==> config.mk <==
export PLATFORM = sky130hd
export DESIGN_NAME = cbus_arbiter_flat
export DESIGN_NICKNAME = d
export VERILOG_FILES = /design/src/rtl/cbus_arbiter_if.sv /design/src/rtl/cbus_arbiter.sv /design/src/flat_wrapper.sv
export SDC_FILE = /design/constraint.sdc
export NUM_CORES = 1
export LEC_CHECK = 0
export CORE_MARGIN = 10
export CORE_UTILIZATION = 35
export CTS_CLUSTER_DIAMETER = 150
export CTS_CLUSTER_SIZE = 12
export DETAILED_ROUTE_END_ITERATION = 10
export DONT_BUFFER_PORTS = 1
export GPL_TIMING_DRIVEN = 1
export RECOVER_POWER = 50
export SKIP_CTS_REPAIR_TIMING = 1
export SYNTH_ARGS = -nofsm -noshare
export SYNTH_HDL_FRONTEND = slang
export SYNTH_SLANG_ARGS = --single-unit
==> constraint.sdc <==
create_clock -name clk -period 2.5 [get_ports clk]
set_input_delay 0.75 -clock clk [delete_from_list [all_inputs] [get_ports clk]]
set_output_delay 0.75 -clock clk [all_outputs]
set_load 0.02 [all_outputs]
==> src/rtl/cbus_arbiter_if.sv <==
// cbus_arbiter bus types and port bundle.
// The package carries the fetch/data bus request and response structs shared by
// the arbiter and its neighbours; the interface groups the six bus signals.
package cbus_arbiter_pkg;
    typedef enum logic [2:0] {
        MSIZE1 = 3'd0,
        MSIZE2 = 3'd1,
        MSIZE4 = 3'd2,
        MSIZE8 = 3'd3
    } msize_t;

    typedef struct packed {
        logic        valid;
        logic [31:0] addr;
    } ibus_req_t;

    typedef struct packed {
        logic        addr_ok;
        logic        data_ok;
        logic [31:0] data;
    } ibus_resp_t;

    typedef struct packed {
        logic        valid;
        logic [31:0] addr;
        msize_t      size;
        logic [3:0]  strobe;
        logic [31:0] data;
    } dbus_req_t;

    typedef struct packed {
        logic        addr_ok;
        logic        data_ok;
        logic [31:0] data;
    } dbus_resp_t;
endpackage

interface cbus_arbiter_if;
    import cbus_arbiter_pkg::*;

    ibus_req_t  ireq;
    ibus_resp_t iresp;
    dbus_req_t  dreq;
    dbus_resp_t dresp;
    dbus_req_t  oreq;
    dbus_resp_t oresp;

    // The arbiter side: serves both requesters and masters the shared bus.
    modport master (
        input  ireq, dreq, oresp,
        output iresp, dresp, oreq
    );

    // The environment side: requesters plus the external bus slave.
    modport slave (
        output ireq, dreq, oresp,
        input  iresp, dresp, oreq
    );
endinterface

==> src/rtl/cbus_arbiter.sv <==
// cbus_arbiter: two-to-one arbiter sharing the CPU data-bus master port between
// instruction fetch (ireq/iresp) and the memory stage (dreq/dresp).
// Optional feature macro CBUS_ARB_RR_EN: when defined, contention is resolved
// round-robin; when undefined, the memory stage always wins over fetch.
module cbus_arbiter (
    input  logic           clk,
    input  logic           reset,
    cbus_arbiter_if.master bus
);
    import cbus_arbiter_pkg::*;

    typedef enum logic [1:0] {
        IDLE,
        ADDR,
        DATA
    } state_t;

    typedef enum logic {
        OWN_I,
        OWN_D
    } owner_t;

    state_t    state;
    owner_t    own;
    dbus_req_t rq;

    owner_t    winner;
    owner_t    cur_own;
    logic      any_valid;
    logic      route_en;
    dbus_req_t fetch_req;
    dbus_req_t win_req;

    assign any_valid = bus.ireq.valid | bus.dreq.valid;

`ifdef CBUS_ARB_RR_EN
    owner_t last;

    // Under contention the side that did not win last time is served.
    always_comb begin
        if (bus.ireq.valid && bus.dreq.valid) begin
            winner = (last == OWN_I) ? OWN_D : OWN_I;
        end else if (bus.dreq.valid) begin
            winner = OWN_D;
        end else begin
            winner = OWN_I;
        end
    end

    // Remember who was granted so the other side goes first next time.
    always_ff @(posedge clk or posedge reset) begin
        if (reset) begin
            last <= OWN_I;
        end else if (state == IDLE && any_valid) begin
            last <= winner;
        end
    end
`else
    // Fixed priority: the memory stage always beats instruction fetch.
    always_comb begin
        winner = bus.dreq.valid ? OWN_D : OWN_I;
    end
`endif

    // Widen a fetch into a full data-bus word read and select the winner.
    always_comb begin
        fetch_req        = '0;
        fetch_req.valid  = bus.ireq.valid;
        fetch_req.addr   = bus.ireq.addr;
        fetch_req.size   = MSIZE4;
        win_req          = (winner == OWN_D) ? bus.dreq : fetch_req;
    end

    // Transaction sequencing; a granted transaction always runs to data_ok.
    always_ff @(posedge clk or posedge reset) begin
        if (reset) begin
            state <= IDLE;
            own   <= OWN_D;
            rq    <= '0;
        end else begin
            case (state)
                IDLE: begin
                    if (any_valid) begin
                        own <= winner;
                        rq  <= win_req;
                        if (bus.oresp.addr_ok && bus.oresp.data_ok) begin
                            state <= IDLE;
                        end else if (bus.oresp.addr_ok) begin
                            state <= DATA;
                        end else begin
                            state <= ADDR;
                        end
                    end
                end
                ADDR: begin
                    if (bus.oresp.addr_ok) begin
                        state <= bus.oresp.data_ok ? IDLE : DATA;
                    end
                end
                DATA: begin
                    if (bus.oresp.data_ok) begin
                        state <= IDLE;
                    end
                end
                default: state <= IDLE;
            endcase
        end
    end

    // Bus request: the winner passes straight through in IDLE, the snapshot afterwards.
    always_comb begin
        bus.oreq = '0;
        case (state)
            IDLE: begin
                if (any_valid) begin
                    bus.oreq = win_req;
                end
            end
            ADDR: begin
                bus.oreq       = rq;
                bus.oreq.valid = 1'b1;
            end
            DATA: begin
                bus.oreq       = rq;
                bus.oreq.valid = 1'b0;
            end
            default: bus.oreq = '0;
        endcase
    end

    // Steer the bus response to the owner only; the other side sees zeros.
    always_comb begin
        route_en      = (state != IDLE) || any_valid;
        cur_own       = (state == IDLE) ? winner : own;
        bus.iresp     = '0;
        bus.dresp     = '0;
        if (route_en) begin
            if (cur_own == OWN_D) begin
                bus.dresp = bus.oresp;
            end else begin
                bus.iresp.addr_ok = bus.oresp.addr_ok;
                bus.iresp.data_ok = bus.oresp.data_ok;
                bus.iresp.data    = bus.oresp.data;
            end
        end
    end
endmodule

==> src/flat_wrapper.sv <==
// flat-port wrapper written by rule: the top's interface ports become plain ports
module cbus_arbiter_flat import cbus_arbiter_pkg::*;
  (clk, reset, bus_ireq, bus_dreq, bus_oresp, bus_iresp, bus_dresp, bus_oreq);
  cbus_arbiter_if bus_i ();
  input  logic clk;
  input  logic reset;
  input wire logic [$bits(bus_i.ireq)-1:0] bus_ireq;
  input wire logic [$bits(bus_i.dreq)-1:0] bus_dreq;
  input wire logic [$bits(bus_i.oresp)-1:0] bus_oresp;
  output wire logic [$bits(bus_i.iresp)-1:0] bus_iresp;
  output wire logic [$bits(bus_i.dresp)-1:0] bus_dresp;
  output wire logic [$bits(bus_i.oreq)-1:0] bus_oreq;
  assign bus_i.ireq = bus_ireq;
  assign bus_i.dreq = bus_dreq;
  assign bus_i.oresp = bus_oresp;
  assign bus_iresp = bus_i.iresp;
  assign bus_dresp = bus_i.dresp;
  assign bus_oreq = bus_i.oreq;
  cbus_arbiter u_core (.clk(clk), .reset(reset), .bus(bus_i));
endmodule
==> key figures <==
Logic synthesis
  – Cells after Synth: around 430
  – Syn Std Cell Area: ~0.0042 mm²
  – Seq/Total Area, Yosys: between 40% and 50%
  – Synth unique cells: 31
  – YS warnings: 0
  – #FFs+latches synth: 74
  – Mean Syn Cell Area: roughly 9.8 µm²
  – Mapped Nets: about 570

GRT
  – Overall Global Routing Usage: between 10% and 20%
  – Vias in the first global route: between 3000 and 4000
  – First-pass GRT wire length: about 22000 µm
  – Pin count of the biggest net entering global routing: 77
  – Initial antenna violation count: 0
  – Gr ovfl total: 0

Placed design
  – Setup slack after placement: -0.0155 ns
  – I/O Buffers: 0
  – Post-DP HPWL: just over 10000 µm
  – RePlAce Congestion: a little under 0.8

Outcome
  – Failing checks: negative setup slack
  – Run status: finished, violations left

Clock network
  – Cts bufs inserted: 9
  – Clk_lat worst skew: between 0.3 and 0.4 ns
  – # H-tree levels: 3
  – CTS sink cnt: between 70 and 80
  – CTS tree: done
  – Root buffer cell: clkbuf_16
  – Reg clk slew, reported paths: roughly 0.060 ns
  – Max Buffers Root-to-Sink: 2

Setup path
  – R2R Setup Slk: ~0.47 ns
  – Critical Path AT: between 1.5 and 2 ns
  – Reg-to-reg critical path endpoint: u_core.rq[58]
  – Crit. End Element: primary output
  – Critical path launch point type: register
  – Cell breakdown of the critical path: or4_4, clkbuf_16, and3_1
  – Critical Path RT: around 1.8 ns
  – Largest stage delay on the critical path: about 0.6 ns
  – CP top delay family: simple AND/OR/NAND/NOR gates
  – WP buf/inv: 1
  – Cell depth of the worst flop-to-flop path: 6
  – Worst Path Max Fanout: 34
  – FF-to-FF Start: u_core.state[0]
  – Critical path class: reg2out
  – Slowest-stage cell, CP: or4_4

Detailed routing
  – Via count: 3784
  – Via density: ~6.6
  – Initial drt markers: 224
  – DRC viols: 0
  – Total routed wirelength: between 15000 and 20000 µm
  – Wire per inst: 27.1 µm
  – Drt pass-1 iters: 4
  – Routed Antenna Nets: 0

Timing
  – Crit share post-route: 103%
  – Setup Viol. Count Final: 84
  – Worst Skew: roughly 0.0039 ns
  – Final Hold Vio Count: 0
  – RSZ-0062 raised after global routing: yes
  – Min setup slack post-route: -0.0779 ns
  – Fin crit period: 2.58 ns
  – Pin slew with the least headroom to its limit: roughly 1.1 ns
  – Fmax: between 0.3 and 0.4 GHz
  – Hold_ws: ~0.37 ns
  – Max Slew Vio Count: 0
  – Slew margin rel.: a little over a quarter

Finish
  – Layout cells sized above 1: a little under two fifths
  – Multi-input combinational cell area: ~0.0026 mm²
  – Most frequent cells in the layout: dfrtp_1, and3_1, a22o_1
  – Diodes inserted: 0
  – Fill cells: 1087
  – Util after Layout: 45.7%
  – Final-stage net count: about 560
  – Commonest non-fill, non-tap cell in the layout: dfrtp_1
  – Layout area overhead: 28.5%
  – Total area of sequential cells: approximately 0.0019 mm²

Power and ir drop
  – Leak Pwr: 0.00235 µW
  – PD cells: 842 mW/mm²
  – Pwr Total: 4580 µW
  – Max VDD drop: roughly 440 µV

Floorplan
  – Core area: about 0.012 mm²
  – Die area: roughly 0.017 mm²
  – Die X: approximately 130 µm
  – Cell Rows: 40
  – Initial core utilization: 35.5%
  – Die Span Y: 130 µm
  – Top-level I/O count: ~280

Run
  – Max-cap violation count: 0

Min path
  – Hold WC Path Type: in2async
[cell usage after synthesis]
cell | count | area, µm²
a211oi_1 | 1 | 7.51
a21bo_2 | 2 | 20.0
a21o_1 | 2 | 15.0
a21oi_1 | 1 | 5.00
a21oi_2 | 1 | 8.76
a22o_1 | 77 | 674
a22oi_1 | 31 | 233
a31oi_1 | 2 | 12.5
and3_1 | 66 | 413
buf_2 | 15 | 75.1
buf_4 | 1 | 7.51
buf_6 | 4 | 45.0
clkbuf_1 | 35 | 131
dfrtp_1 | 73 | 1830
dfstp_2 | 1 | 26.3
inv_1 | 3 | 11.3
mux2_2 | 1 | 11.3
nand2_1 | 6 | 22.5
nand3_1 | 2 | 10.0
nor2_1 | 5 | 18.8
nor2b_1 | 3 | 18.8
nor3b_1 | 1 | 7.51
nor3b_2 | 1 | 12.5
o21a_1 | 1 | 7.51
o21ai_0 | 60 | 300
o21ai_1 | 2 | 10.0
o2bb2ai_1 | 30 | 263
o31ai_1 | 1 | 7.51
or2_1 | 2 | 12.5
or2_2 | 1 | 6.26
or4_4 | 1 | 11.3
[metal layers]
layer	share of wire (%)	vias up	GRT usage, %
met1	41	1899	20.2
met4	1.1	0	4.03
met5	0	-	0
met2	48	205	24.7
li1	-	1665	-
met3	9.6	15	6.94
[logic make-up after synthesis]
logic type	after synthesis	share of synthesized area, %
muxes	1	0.266
AOI/OAI and AO/OA	211	37.0
buffers and inverters	58	6.39
and+or+nand+nor	88	12.6
DFF	74	43.8
[metrics by stage]
step	setup TNS (ns)	cells	area, µm²
floorplan	-0.595	432	4360
global placement	0	547	4550
detailed placement	-0.0216	547	4550
CTS	-18.52	562	4840
global route	-11.82	571	5440
finish	-4.84	571	5440
[flip-flops by register name (all words and copies together), names as in the netlist]
signal        count
u_core.rq        71
u_core.state      2
u_core.own        1
[worst max-delay path by stage]
stage / from / to / cells after the start
CTS: u_core.state[0] / bus_oreq[70] / 5
detailed placement: bus_dreq[71] / bus_dresp[31] / 4
finish: u_core.state[0] / bus_dresp[16] / 3
global placement: bus_dreq[71] / bus_dresp[29] / 4
global route: u_core.state[0] / bus_oreq[4] / 5
floorplan: bus_dreq[71] / bus_dresp[15] / 5
[layout make-up]
type / count / area share (%)
clock inverters: 6 / 1.08
clock buffers: 9 / 4.14
inverters: 3 / 0.230
multi-input cells: 300 / 48.6
repair buffers: 32 / 8.51
flip-flops and latches: 74 / 34.1
well taps: 147 / 3.38
[power breakdown]
group | internal [µW] | total [µW] | switching (µW) | leakage [µW]
Combinational | 668 | 1770 | 1100 | 0.00128
Clock | 761 | 1260 | 502 | 0.000145
Sequential | 1420 | 1550 | 131 | 0.000927
Note: power is estimated with default switching activity, not from simulation.
